`config.mk`:
```
export PLATFORM = sky130hd
export DESIGN_NAME = sb_config_loader_flat
export DESIGN_NICKNAME = d
export VERILOG_FILES = /design/src/rtl/sb_config_pkg.sv /design/src/rtl/sb_config_if.sv /design/src/rtl/sb_config_checksum.sv /design/src/rtl/sb_config_loader.sv /design/src/flat_wrapper.sv
export SDC_FILE = /design/constraint.sdc
export NUM_CORES = 1
export LEC_CHECK = 0
export CORE_MARGIN = 8
export CORE_UTILIZATION = 51
export CTS_BUF_LIST = sky130_fd_sc_hd__clkbuf_8
export DETAILED_ROUTE_END_ITERATION = 16
export PLACE_DENSITY_LB_ADDON = 0.08
export SLEW_MARGIN = 20
export SYNTH_ARGS = -nofsm -noshare
export SYNTH_HDL_FRONTEND = slang
export SYNTH_HIERARCHICAL = 1
export SYNTH_SLANG_ARGS = --single-unit
export TNS_END_PERCENT = 50
```
`constraint.sdc`:
```
create_clock -name clock -period 2.6 [get_ports clock]
set_input_delay 0.52 -clock clock [delete_from_list [all_inputs] [get_ports clock]]
set_output_delay 0.52 -clock clock [all_outputs]
set_load 0.005 [all_outputs]
```
`src/rtl/sb_config_pkg.sv`:
```
// Shared constants, sizing helpers and FSM encodings for the switchbox config loader.
// Optional checksum path is enabled by defining SB_CONFIG_CHECKSUM_EN.
package sb_config_pkg;

  localparam int CONFIG_WIDTH_DEF = 264;
  localparam int WORD_WIDTH_DEF   = 8;

  function automatic int num_words(input int cw, input int ww);
    return (cw + ww - 1) / ww;
  endfunction

  function automatic int cnt_width(input int nw);
    return $clog2(nw + 1);
  endfunction

  localparam int NUM_WORDS_DEF = num_words(CONFIG_WIDTH_DEF, WORD_WIDTH_DEF);
  localparam int CNT_W_DEF     = cnt_width(NUM_WORDS_DEF);

  localparam logic [2:0] ST_IDLE   = 3'd0;
  localparam logic [2:0] ST_LOAD   = 3'd1;
  localparam logic [2:0] ST_CHECK  = 3'd2;
  localparam logic [2:0] ST_COMMIT = 3'd3;
  localparam logic [2:0] ST_DONE   = 3'd4;

endpackage

```
`src/rtl/sb_config_if.sv`:
```
// Configuration word stream from the bitstream distributor (master) to the loader (slave).
// Transfer on word_valid && word_ready; word_valid is ignored while word_ready is low.
interface sb_config_if #(
  parameter int WORD_WIDTH = sb_config_pkg::WORD_WIDTH_DEF
);
  logic [WORD_WIDTH-1:0] word_in;
  logic                  word_valid;
  logic                  word_ready;

  modport master (output word_in, output word_valid, input word_ready);
  modport slave  (input word_in, input word_valid, output word_ready);
endinterface

```
`src/rtl/sb_config_checksum.sv`:
```
// XOR accumulator over accepted data words; match compares the running XOR with din.
// Single-cycle update, combinational compare; no backpressure of its own.
module sb_config_checksum
  import sb_config_pkg::*;
#(
  parameter int WORD_WIDTH = WORD_WIDTH_DEF
) (
  input  logic                  clock,
  input  logic                  reset,
  input  logic                  clr,
  input  logic                  en,
  input  logic [WORD_WIDTH-1:0] din,
  output logic                  match
);

  logic [WORD_WIDTH-1:0] acc_q, acc_d;

  always_comb begin
    acc_d = acc_q;
    if (clr) begin
      acc_d = '0;
    end else if (en) begin
      acc_d = acc_q ^ din;
    end
  end

  assign match = (acc_q == din);

  always_ff @(posedge clock) begin
    if (reset) begin
      acc_q <= '0;
    end else begin
      acc_q <= acc_d;
    end
  end

endmodule

```
`src/rtl/sb_config_loader.sv`:
```
// Streams a switchbox image into a shadow register and commits it atomically one edge after the last word.
// Optional XOR checksum word when SB_CONFIG_CHECKSUM_EN is defined; word_ready is high only while loading.
module sb_config_loader
  import sb_config_pkg::*;
#(
  parameter int CONFIG_WIDTH = CONFIG_WIDTH_DEF,
  parameter int WORD_WIDTH   = WORD_WIDTH_DEF
) (
  input  logic                    clock,
  input  logic                    reset,
  input  logic                    start,
  input  logic                    abort,
  sb_config_if.slave              wr,
  output logic [CONFIG_WIDTH-1:0] config_out,
  output logic                    config_valid,
  output logic                    busy,
  output logic                    error
);

  localparam int NUM_WORDS = num_words(CONFIG_WIDTH, WORD_WIDTH);
  localparam int CNT_W     = cnt_width(NUM_WORDS);
  localparam int SHADOW_W  = NUM_WORDS * WORD_WIDTH;
  localparam logic [CNT_W-1:0] LAST_IDX = CNT_W'(NUM_WORDS - 1);

  logic [2:0]              state_q, state_d;
  logic [CNT_W-1:0]        cnt_q, cnt_d;
  logic [SHADOW_W-1:0]     shadow_q, shadow_d;
  logic [CONFIG_WIDTH-1:0] cfg_q, cfg_d;
  logic                    cfg_vld_q, cfg_vld_d;
  logic                    word_rdy;
  logic                    xfer;

  assign word_rdy        = (state_q == ST_LOAD) || (state_q == ST_CHECK);
  assign xfer            = wr.word_valid && word_rdy;
  assign wr.word_ready   = word_rdy;
  assign busy            = word_rdy || (state_q == ST_COMMIT);
  assign config_out      = cfg_q;
  assign config_valid    = cfg_vld_q;

`ifdef SB_CONFIG_CHECKSUM_EN
  logic err_q, err_d;
  logic acc_clr, acc_en, chk_match;

  sb_config_checksum #(.WORD_WIDTH(WORD_WIDTH)) u_checksum (
    .clock (clock),
    .reset (reset),
    .clr   (acc_clr),
    .en    (acc_en),
    .din   (wr.word_in),
    .match (chk_match)
  );

  assign error = err_q;
`else
  assign error = 1'b0;
`endif

  always_comb begin
    state_d   = state_q;
    cnt_d     = cnt_q;
    shadow_d  = shadow_q;
    cfg_d     = cfg_q;
    cfg_vld_d = cfg_vld_q;
`ifdef SB_CONFIG_CHECKSUM_EN
    err_d   = err_q;
    acc_clr = 1'b0;
    acc_en  = 1'b0;
`endif
    case (state_q)
      ST_IDLE, ST_DONE: begin
        // Previous image stays live on config_out until the next commit.
        if (start) begin
          state_d = ST_LOAD;
          cnt_d   = '0;
`ifdef SB_CONFIG_CHECKSUM_EN
          err_d   = 1'b0;
          acc_clr = 1'b1;
`endif
        end
      end
      ST_LOAD: begin
        if (abort) begin
          state_d = ST_IDLE;
        end else if (xfer) begin
          shadow_d[int'(cnt_q) * WORD_WIDTH +: WORD_WIDTH] = wr.word_in;
          cnt_d = cnt_q + CNT_W'(1);
`ifdef SB_CONFIG_CHECKSUM_EN
          acc_en = 1'b1;
          if (cnt_q == LAST_IDX) state_d = ST_CHECK;
`else
          if (cnt_q == LAST_IDX) state_d = ST_COMMIT;
`endif
        end
      end
`ifdef SB_CONFIG_CHECKSUM_EN
      ST_CHECK: begin
        if (abort) begin
          state_d = ST_IDLE;
        end else if (xfer) begin
          if (chk_match) begin
            state_d = ST_COMMIT;
          end else begin
            err_d   = 1'b1;
            state_d = ST_IDLE;
          end
        end
      end
`endif
      ST_COMMIT: begin
        cfg_d     = shadow_q[CONFIG_WIDTH-1:0];
        cfg_vld_d = 1'b1;
        state_d   = ST_DONE;
      end
      default: state_d = ST_IDLE;
    endcase
  end

  always_ff @(posedge clock) begin
    if (reset) begin
      state_q   <= ST_IDLE;
      cnt_q     <= '0;
      shadow_q  <= '0;
      cfg_q     <= '0;
      cfg_vld_q <= 1'b0;
`ifdef SB_CONFIG_CHECKSUM_EN
      err_q     <= 1'b0;
`endif
    end else begin
      state_q   <= state_d;
      cnt_q     <= cnt_d;
      shadow_q  <= shadow_d;
      cfg_q     <= cfg_d;
      cfg_vld_q <= cfg_vld_d;
`ifdef SB_CONFIG_CHECKSUM_EN
      err_q     <= err_d;
`endif
    end
  end

endmodule

```
`src/flat_wrapper.sv`:
```
// flat-port wrapper written by rule: the top's interface ports become plain ports
module sb_config_loader_flat import sb_config_pkg::*;
#(
  parameter int CONFIG_WIDTH = CONFIG_WIDTH_DEF,
  parameter int WORD_WIDTH   = WORD_WIDTH_DEF
)
  (clock, reset, start, abort, config_out, config_valid, busy, error, wr_word_in, wr_word_valid, wr_word_ready);
  sb_config_if #(.WORD_WIDTH(WORD_WIDTH)) wr_i ();
  input  logic clock;
  input  logic reset;
  input  logic start;
  input  logic abort;
  output logic [CONFIG_WIDTH-1:0] config_out;
  output logic config_valid;
  output logic busy;
  output logic error;
  input wire logic [$bits(wr_i.word_in)-1:0] wr_word_in;
  input wire logic [$bits(wr_i.word_valid)-1:0] wr_word_valid;
  output wire logic [$bits(wr_i.word_ready)-1:0] wr_word_ready;
  assign wr_i.word_in = wr_word_in;
  assign wr_i.word_valid = wr_word_valid;
  assign wr_word_ready = wr_i.word_ready;
  sb_config_loader #(.CONFIG_WIDTH(CONFIG_WIDTH), .WORD_WIDTH(WORD_WIDTH)) u_core (.clock(clock), .reset(reset), .start(start), .abort(abort), .wr(wr_i), .config_out(config_out), .config_valid(config_valid), .busy(busy), .error(error));
endmodule
```
==> run_results.csv, run 1 <==
group,metric,value,unit
status,status,"finished clean",
sta,period_minus_slack,2.50,ns
global_routing,grt_usage,24.2,%
layout,drive_above_1_share,9.79,%
critical_path,cp_data_arrival_time,3.04,ns
power,vdd_drop_max,0.462,mV
global_routing,grt_pass1_vias,15400,
detailed_routing,wl,56.1,mm
synth,synth_cell_types,53,
global_routing,antenna_found_initial,1,
synth,async_flop_share,0,%
detailed_routing,via_per_inst,5.19,
detailed_routing,drt_iter0_markers,1059,
placed_design,gp_congestion,0.886,
clock_network,clk_latency,0.64,ns
synth,synth_seq_area_share,54.6,%
floorplanning,die_h,213,µm
synth,syn_inst,2166,
detailed_routing,ant_nets,0,
floorplanning,core,38400,µm²
synth,netlist_area,19700,µm²
floorplanning,start_util,51.4,%
worst_hold_path,hp-class,"primary input to flip-flop",
job,drv_cap,0,
synth,synth-edff-count,0,
layout,most-common-layout-cells,"nand2_1, dfxtp_1, a21oi_1, clkdlybuf4s50_1, mux2i_1",
placed_design,dpl_cell_area,23300,µm²
clock_network,numCtsBuffers,85,
clock_network,cts_sinks,538,
synth,ys_warn_count,6,
floorplanning,die_w,213,µm
clock_network,cts_tree,"built",
sta,setup_viol,0,
sta,fmax,401,MHz
layout,syn_to_final_growth,27.4,%
synth,synth_flop_cell,"dfxtp_1",
critical_path,critPathLaunchType,"flip-flop",
clock_network,cts_hold_buf,0,
sta,slew_headroom,34.3,%
floorplanning,std_cell_rows,72,
sta,fin_skew,0.0267,ns
synth,syn_avg_cell_area,9.11,µm²
layout,final_util,65.5,%
sta,slew_violations,0,
detailed_routing,dr_total_vias,15700,
sta,hold_violations,0,
clock_network,htreeDepth,3,
layout,stdcell_count,3021,
critical_path,path_class,"flip-flop to flip-flop",
global_routing,grt_overflow,0,
power,static-leakage-power,9.09,nW
critical_path,end_kind,"flip-flop",
clock_network,clockBufferDepth,3,
placed_design,port_buffers,279,
clock_network,cts_root_buf,"clkbuf_8",
floorplanning,die-area,45200,µm²
sta,period_share,96.0,%
detailed_routing,drt-pass1-iter-count,5,
synth,synth-seq-cells,538,
detailed_routing,drc,0,
critical_path,cp.required,3.14,ns
layout,final_common_cell,"nand2_1",
sta,worst_slew_pin_slew,0.986,ns
detailed_routing,detail_route.wl_per_cell,18.6,µm
synth,syn_nets,2182,
power,powerDensity,631,nW/µm²
critical_path,cp_max_fo,11,
floorplanning,ios,281,
sta,timing.hold.ws,0.385,ns
global_routing,grt_start_max_net_pins,212,
placed_design,placed_cells_incl_taps,2876,
global_routing,grt_pass1_wl,86.7,mm
layout,stdcell_area,25100,µm²
placed_design,dpl.hpwl,36.1,mm
clock_network,clk_pin_slew,0.06,ns
layout,final_nets,2465,
layout,diodes,0,
==> worst paths after layout <==
check / slack, ns / start / end / cells after the start
setup / recovery: 0.10 / u_core/cnt_q[3]$_SDFFE_PP0P_ / u_core/shadow_q[196]$_SDFFE_PP0P_ / 6
hold / removal: 0.39 / wr_word_in[6] / u_core/shadow_q[62]$_SDFFE_PP0P_ / 3
setup reg to reg: 0.10 / u_core/cnt_q[3]$_SDFFE_PP0P_ / u_core/shadow_q[196]$_SDFFE_PP0P_ / 6
hold reg to reg: 0.43 / u_core/shadow_q[251]$_SDFFE_PP0P_ / u_core/config_out[251]$_SDFFE_PP0P_ / 2
==> registers in the layout, summed over array words and instances, names as in the netlist <==
register             count
u_core/config_out      264
u_core/shadow_q        264
u_core/cnt_q             6
u_core/state_q           3
u_core/config_valid      1
==> per-stage QoR <==
stage	TNS (ns)	total power, mW	worst slack [ns]
6_report	0	15.8	0.104
2_1_floorplan	0	8.70	0.0276
4_1_cts	0	16.0	0.0445
5_1_grt	-0.00451	16.4	-0.00451
3_3_place_gp	-0.903	8.88	-0.0449
3_5_place_dp	-2.68	8.88	-0.0941
==> final cells by class <==
class	count	area [µm²]
clock buffer	106	1460
multi-input combinational	1466	8350
timing repair buffer	353	3640
fill	3262	13200
tap	518	648
sequential	538	10800
inverter	5	18.8
clock inverter	35	236
==> worst max-delay path: stages (launching register included) <==
cell and delay (ns):
dfxtp_1 0.41, buf_4 0.22, nor3_1 0.12, a211oi_2 0.76
nand2_1 0.42, buf_4 0.31, mux2i_1 0.15
==> logic make-up after synthesis <==
logic type | count (synthesis) | share of synthesized area [%]
buffers and inverters | 162 | 3.21
flip-flops | 538 | 54.6
multiplexers | 242 | 12.3
AND/OR/NAND/NOR | 908 | 21.2
adder cells (fa/ha/maj) | 3 | 0.190
AO/OA/AOI/OAI | 303 | 8.06
other | 1 | 0.0190
XOR/XNOR | 9 | 0.400
==> per-layer routing <==
metal | track usage (%) | wire [µm]
met5 | 0 | 0
met4 | 8.85 | 1410
met3 | 5.06 | 3490
met2 | 40.4 | 27100
met1 | 30.7 | 24100
==> Yosys cell counts, types with 2 or more instances <==
cell type | count | area (µm²)
mux2i_1 | 240 | 2400
nor2_8 | 4 | 80.1
nor3_1 | 3 | 15.0
and3b_1 | 2 | 17.5
xnor2_1 | 5 | 43.8
nand4_2 | 3 | 37.5
a22o_1 | 7 | 61.3
ha_1 | 3 | 37.5
or3_1 | 3 | 18.8
dfxtp_1 | 538 | 10800
buf_4 | 5 | 37.5
nand4_1 | 3 | 18.8
nand3b_1 | 3 | 22.5
nand2_1 | 575 | 2160
buf_1 | 5 | 18.8
clkbuf_1 | 142 | 533
and3_1 | 6 | 37.5
nor4_2 | 2 | 25.0
o21ai_0 | 3 | 15.0
nor2_4 | 12 | 135
a21oi_1 | 284 | 1420
nand3_1 | 2 | 10.0
nor2_1 | 131 | 492
o41ai_1 | 2 | 17.5
inv_1 | 5 | 18.8
buf_2 | 5 | 25.0
nand4_4 | 2 | 42.5
nor4_1 | 2 | 12.5
and2_1 | 2 | 12.5
nor2b_1 | 2 | 12.5
nand2_4 | 3 | 33.8
xor2_1 | 4 | 35.0
nand2b_1 | 131 | 820
nand3_2 | 8 | 80.1
==> power breakdown <==
group	switching, mW	internal, mW	total (mW)
registers	0.00691	8.25	8.26
logic	0.316	0.134	0.450
clock network	3.20	3.94	7.14
==> what timing repair did <==
action | CTS | global route
endpoints found under the setup margin | 11 | 60
buffers inserted | 1 | 3
gates resized for setup | 2 | 5
pin swaps | 1 | 3
Power figures use the tool's default switching activity.
==> run 2, diff against run 1 <==
CORE_UTILIZATION = 40   (was 51)
clock period = 2.8 ns   (was 2.6 ns; I/O delays follow)
==> run 2 against run 1 <==
  * Die area up 25%
  * Setup slack better by 0.027 ns
  * Largest cell class unchanged
  * Register-to-register slack better by 0.06 ns
  * Sequential power down 7.1%
==> run_results.csv, run 2 (synthesis gave the netlist of run 1 again) <==
group,metric,value,unit
sta,period_share,95.3,%
detailed_routing,drt_iter0_markers,983,
placed_design,port_buffers,279,
sta,period_minus_slack,2.67,ns
critical_path,critPathMostFrequentCell,"nor2_1",
global_routing,grt_usage,20.5,%
floorplanning,core,48800,µm²
floorplanning,ios,281,
clock_network,clk_latency,0.67,ns
detailed_routing,ant_nets,0,
job,drv_cap,0,
global_routing,grt_start_max_net_pins,230,
clock_network,cts_hold_buf,0,
worst_hold_path,hp-class,"primary input to flip-flop",
critical_path,end_kind,"output port",
sta,worst_slew_pin_slew,1.05,ns
critical_path,critPathLaunchType,"flip-flop",
critical_path,cp_data_arrival_time,2.11,ns
global_routing,grt_pass1_vias,15400,
critical_path,cp.required,2.24,ns
sta,timing.final.ws_setup,0.131,ns
sta,slew_violations,0,
power,powerDensity,599,nW/µm²
detailed_routing,detail_route.wl_per_cell,18.9,µm
critical_path,r2r-start,"u_core/cnt_q[0]$_SDFFE_PP0P_",
detailed_routing,drt-pass1-iter-count,5,
floorplanning,std_cell_rows,81,
critical_path,cp_cell_sequence,"nor2_1 > nor2_1 > clkdlybuf4s50_1",
worst_hold_path,hp-start,"wr_word_in[0]",
critical_path,path_class,"flip-flop to output port",
clock_network,cts_tree,"built",
placed_design,dp_slack,0.00342,ns
placed_design,gp_congestion,0.852,
floorplanning,die_w,238,µm
critical_path,max_stage_delay,0.66,ns
detailed_routing,wl,60.0,mm
global_routing,antenna_found_initial,0,
power,fin_total_pwr,15.1,mW
critical_path,cp_max_fo,11,
detailed_routing,dr_total_vias,15500,
power,vdd_drop_max,0.316,mV
layout,diodes,0,
sta,fmax,375,MHz
clock_network,cts_sinks,538,
floorplanning,start_util,40.4,%
critical_path,cpMaxStageDelayCell,"dfxtp_1",
floorplanning,die-area,56700,µm²
layout,syn_to_final_growth,27.6,%
floorplanning,die_h,238,µm
detailed_routing,drc,0,
sta,fin_skew,0.0307,ns
sta,setup_viol,0,
clock_network,cts_root_buf,"clkbuf_8",
global_routing,grt_overflow,0,
placed_design,dpl.hpwl,38.5,mm
status,status,"finished clean",
sta,slew_headroom,30.2,%
layout,final_nets,2455,
detailed_routing,via_per_inst,4.87,
placed_design,dpl_cell_area,23300,µm²
critical_path,cp_num_buf_inv,1,
clock_network,htreeDepth,3,
global_routing,grt_pass1_wl,91.5,mm
power,static-leakage-power,9.14,nW
clock_network,clockBufferDepth,3,
clock_network,clk_pin_slew,0.06,ns
layout,most-common-layout-cells,"nand2_1, dfxtp_1, a21oi_1, clkdlybuf4s50_1, mux2i_1",
critical_path,crit_family,"flip-flops",
clock_network,numCtsBuffers,91,
sta,timing.hold.ws,0.345,ns
critical_path,worst-r2r-setup-slack,0.16,ns
sta,hold_violations,0,
layout,stdcell_area,25200,µm²
layout,drive_above_1_share,9.48,%
critical_path,critPathLaunch,"u_core/state_q[1]$_SDFFE_PP0P_",
layout,final_common_cell,"nand2_1",
==> run 2: cell count changes in the layout (fill, tap and decap cells not counted), moves of 2 or more <==
cell	change
nand4_2	+2
buf_4	-6
dfxtp_2	-2
bufinv_16	-2
dfxtp_1	+3
buf_2	+5
clkinv_2	-2
buf_12	-10
clkdlybuf4s50_1	-5
clkbuf_8	+12
inv_1	+16
nand4_4	-2
==> run 2: final cells by class <==
type	instances	area (µm²)
clock buffer	118	1620
clock inverter	46	221
fill	4778	23700
inverter	5	18.8
multi-input combinational	1466	8330
sequential	538	10800
tap	664	831
timing repair buffer	337	3370
==> run 2: final timing paths <==
kind         cells after the start                             endpoint
max                              3                                 busy
min                              3     u_core/shadow_q[56]$_SDFFE_PP0P_
max reg2reg                      9    u_core/shadow_q[117]$_SDFFE_PP0P_
min reg2reg                      2  u_core/config_out[152]$_SDFFE_PP0P_
==> run 2: stage by stage <==
step                      util, %  TNS, ns  instances
final                        51.5        0       3174
after global routing         51.5  -0.0116       3174
after CTS                    51.5        0       3173
after detailed placement     47.7        0       3009
after global placement       47.7        0       3009
after floorplan                 -        0       2166
==> run 2: what timing repair did <==
item | in CTS | in global routing
buffers inserted | 0 | 1
gates resized for setup | 0 | 1
endpoints found under the setup margin | 0 | 61
==> run 2: report_power, final <==
group	internal (mW)	switching [mW]	total [mW]
combinational	0.112	0.295	0.407
clock	3.85	3.15	7.00
sequential	7.66	0.00583	7.67
==> run 2: worst min-delay path, delay by kind of cell <==
family          cells  cell delay (ns)
compound gates      1             0.06
simple gates        1             0.10
buf+inv             1             0.22
==> run 2: layer usage <==
layer / GRT usage [%] / share of wire, % / vias up
li1: - / - / 7641
met1: 26.3 / 45 / 7398
met2: 34.3 / 48 / 345
met3: 4.31 / 5.2 / 71
met4: 6.62 / 1.9 / 0
met5: 0 / 0 / -
==> run 3, diff against run 2 <==
CORE_MARGIN = unset   (was 8)
DONT_BUFFER_PORTS = 1   (was unset)
==> run 3 against run 2 <==
  * Wire length up 3.3%
  * Setup slack gained 0.084 ns
  * Clock power grew 3.1%
  * Global-route usage is 4.0 points higher
  * Sequential power hardly changed
  * Register-to-register slack improved by 0.05 ns
  * Critical path depth is 7 higher
==> run_results.csv, run 3 (synthesis gave the netlist of run 1 again) <==
group,metric,value,unit
clock_network,cts_sinks,538,
global_routing,antenna_found_initial,2,
sta,worst_slew_pin_slew,0.758,ns
detailed_routing,drc,0,
clock_network,htreeDepth,3,
floorplanning,die_h,224,µm
sta,timing.hold.ws,0.0679,ns
critical_path,cp.required,3.34,ns
clock_network,clockBufferDepth,3,
power,static-leakage-power,8.69,nW
layout,syn_to_final_growth,17.9,%
placed_design,port_buffers,0,
placed_design,gp_congestion,0.822,
sta,slew_violations,0,
sta,rsz0062_at_grt,"false",
sta,setup_tns,0,ns
clock_network,clk_latency,0.67,ns
detailed_routing,drt_iter0_markers,859,
layout,stdcell_area,23300,µm²
power,powerDensity,656,nW/µm²
sta,setup_viol,0,
detailed_routing,drt-pass1-iter-count,5,
floorplanning,die-area,50200,µm²
layout,final_common_cell,"nand2_1",
floorplanning,start_util,40.5,%
status,status,"finished clean",
sta,period_share,92.3,%
global_routing,grt_overflow,0,
layout,seq_area,10800,µm²
layout,final_nets,2245,
sta,fin_skew,0.0201,ns
layout,final_util,47.7,%
clock_network,cts_tree,"built",
clock_network,clk_pin_slew,0.06,ns
layout,diodes,0,
detailed_routing,detail_route.wl_per_cell,20.9,µm
detailed_routing,dr_total_vias,14700,
floorplanning,ios,281,
global_routing,grt_pass1_wl,91.2,mm
power,vdd_drop_max,0.319,mV
sta,fmax,387,MHz
placed_design,dpl_cell_area,20300,µm²
critical_path,cp_max_fo,9,
layout,drive_above_1_share,10.3,%
global_routing,grt_pass1_vias,14300,
sta,period_minus_slack,2.59,ns
clock_network,numCtsBuffers,92,
detailed_routing,wl,62.0,mm
floorplanning,die_w,224,µm
detailed_routing,ant_nets,0,
global_routing,grt_usage,24.5,%
global_routing,grt_start_max_net_pins,315,
critical_path,critPathLaunchType,"flip-flop",
clock_network,cts_root_buf,"clkbuf_8",
sta,hold_violations,0,
floorplanning,core,48700,µm²
floorplanning,std_cell_rows,81,
critical_path,path_class,"flip-flop to flip-flop",
layout,fill_cells,4739,
layout,most-common-layout-cells,"nand2_1, dfxtp_1, a21oi_1, mux2i_1",
critical_path,cp_data_arrival_time,3.13,ns
placed_design,dpl.hpwl,33.2,mm
worst_hold_path,hp-class,"primary input to flip-flop",
layout,multi_input_comb_area,8340,µm²
sta,slew_headroom,49.5,%
detailed_routing,via_per_inst,4.96,
job,drv_cap,0,
critical_path,end_kind,"flip-flop",
[run 3: changes by cell type in the layout (fill, tap and decap cells not counted), moves of 2 or more]
cell / delta
buf_12: +2
buf_16: +2
buf_4: -14
clkinv_2: +6
dlygate4sd3_1: +78
clkdlybuf4s50_1: -270
inv_1: -11
clkbuf_8: +6
dfxtp_1: -3
dfxtp_2: +3
buf_2: -8
[run 3: per-layer routing]
layer	track usage [%]	part of all wire [%]	wire length (µm)
met5	0	0.021	13
met4	10.3	2.9	1830
met3	7.24	6.8	4200
met2	40.4	48	29500
met1	29.6	43	26400
[run 3: repair_timing]
action                                 in CTS  in global routing
setup endpoints to repair                   0                 35
buffers inserted                            0                  1
hold buffers                               88                  0
endpoints found under the hold margin     271                  0
resized for setup                           0                  7
[run 3: worst max-delay path, cell delays in order, from the launching register on]
cell,delay (ns)
dfxtp_2,0.41
nor2_1,0.07
and2_1,0.16
ha_1,0.24
nand2b_1,0.22
nor4_2,0.15
buf_4,0.20
and2_2,0.21
mux2i_1,0.19
nor2_1,0.05
dlygate4sd3_1,0.56
[run 3: path summary, 6_finish.rpt]
kind                                     startpoint                                   to  slack (ns)  depth (start not counted)
setup / recovery       u_core/cnt_q[4]$_SDFFE_PP0P_     u_core/shadow_q[14]$_SDFFE_PP0P_        0.21                         10
setup reg to reg       u_core/cnt_q[4]$_SDFFE_PP0P_     u_core/shadow_q[14]$_SDFFE_PP0P_        0.21                         10
hold reg to reg   u_core/shadow_q[116]$_SDFFE_PP0P_  u_core/config_out[116]$_SDFFE_PP0P_        0.45                          2
hold / removal                        wr_word_in[3]    u_core/shadow_q[235]$_SDFFE_PP0P_        0.07                          2
[run 3: area by class of cell]
cell class | count | area share, %
Sequential cell | 538 | 46.3
Multi-Input combinational cell | 1466 | 35.9
Clock buffer | 124 | 7.34
Timing Repair Buffer | 126 | 5.94
Tap cell | 664 | 3.57
Clock inverter | 41 | 0.904
Inverter | 5 | 0.0807
[run 3: metrics by stage]
step	power [mW]	setup WS (ns)	cells
finish	15.3	0.214	2964
global placement	8.01	0.192	2710
detailed placement	8.01	0.165	2710
CTS	15.5	0.0413	2963
floorplan	8.08	0.120	2166
global route	15.8	0.0406	2964
[run 3: report_power, final]
part           internal [mW]  total (mW)  switching, mW
clock                   4.03        7.22           3.19
combinational          0.130       0.369          0.240
sequential              7.66        7.67        0.00707
total                   11.8        15.3           3.44
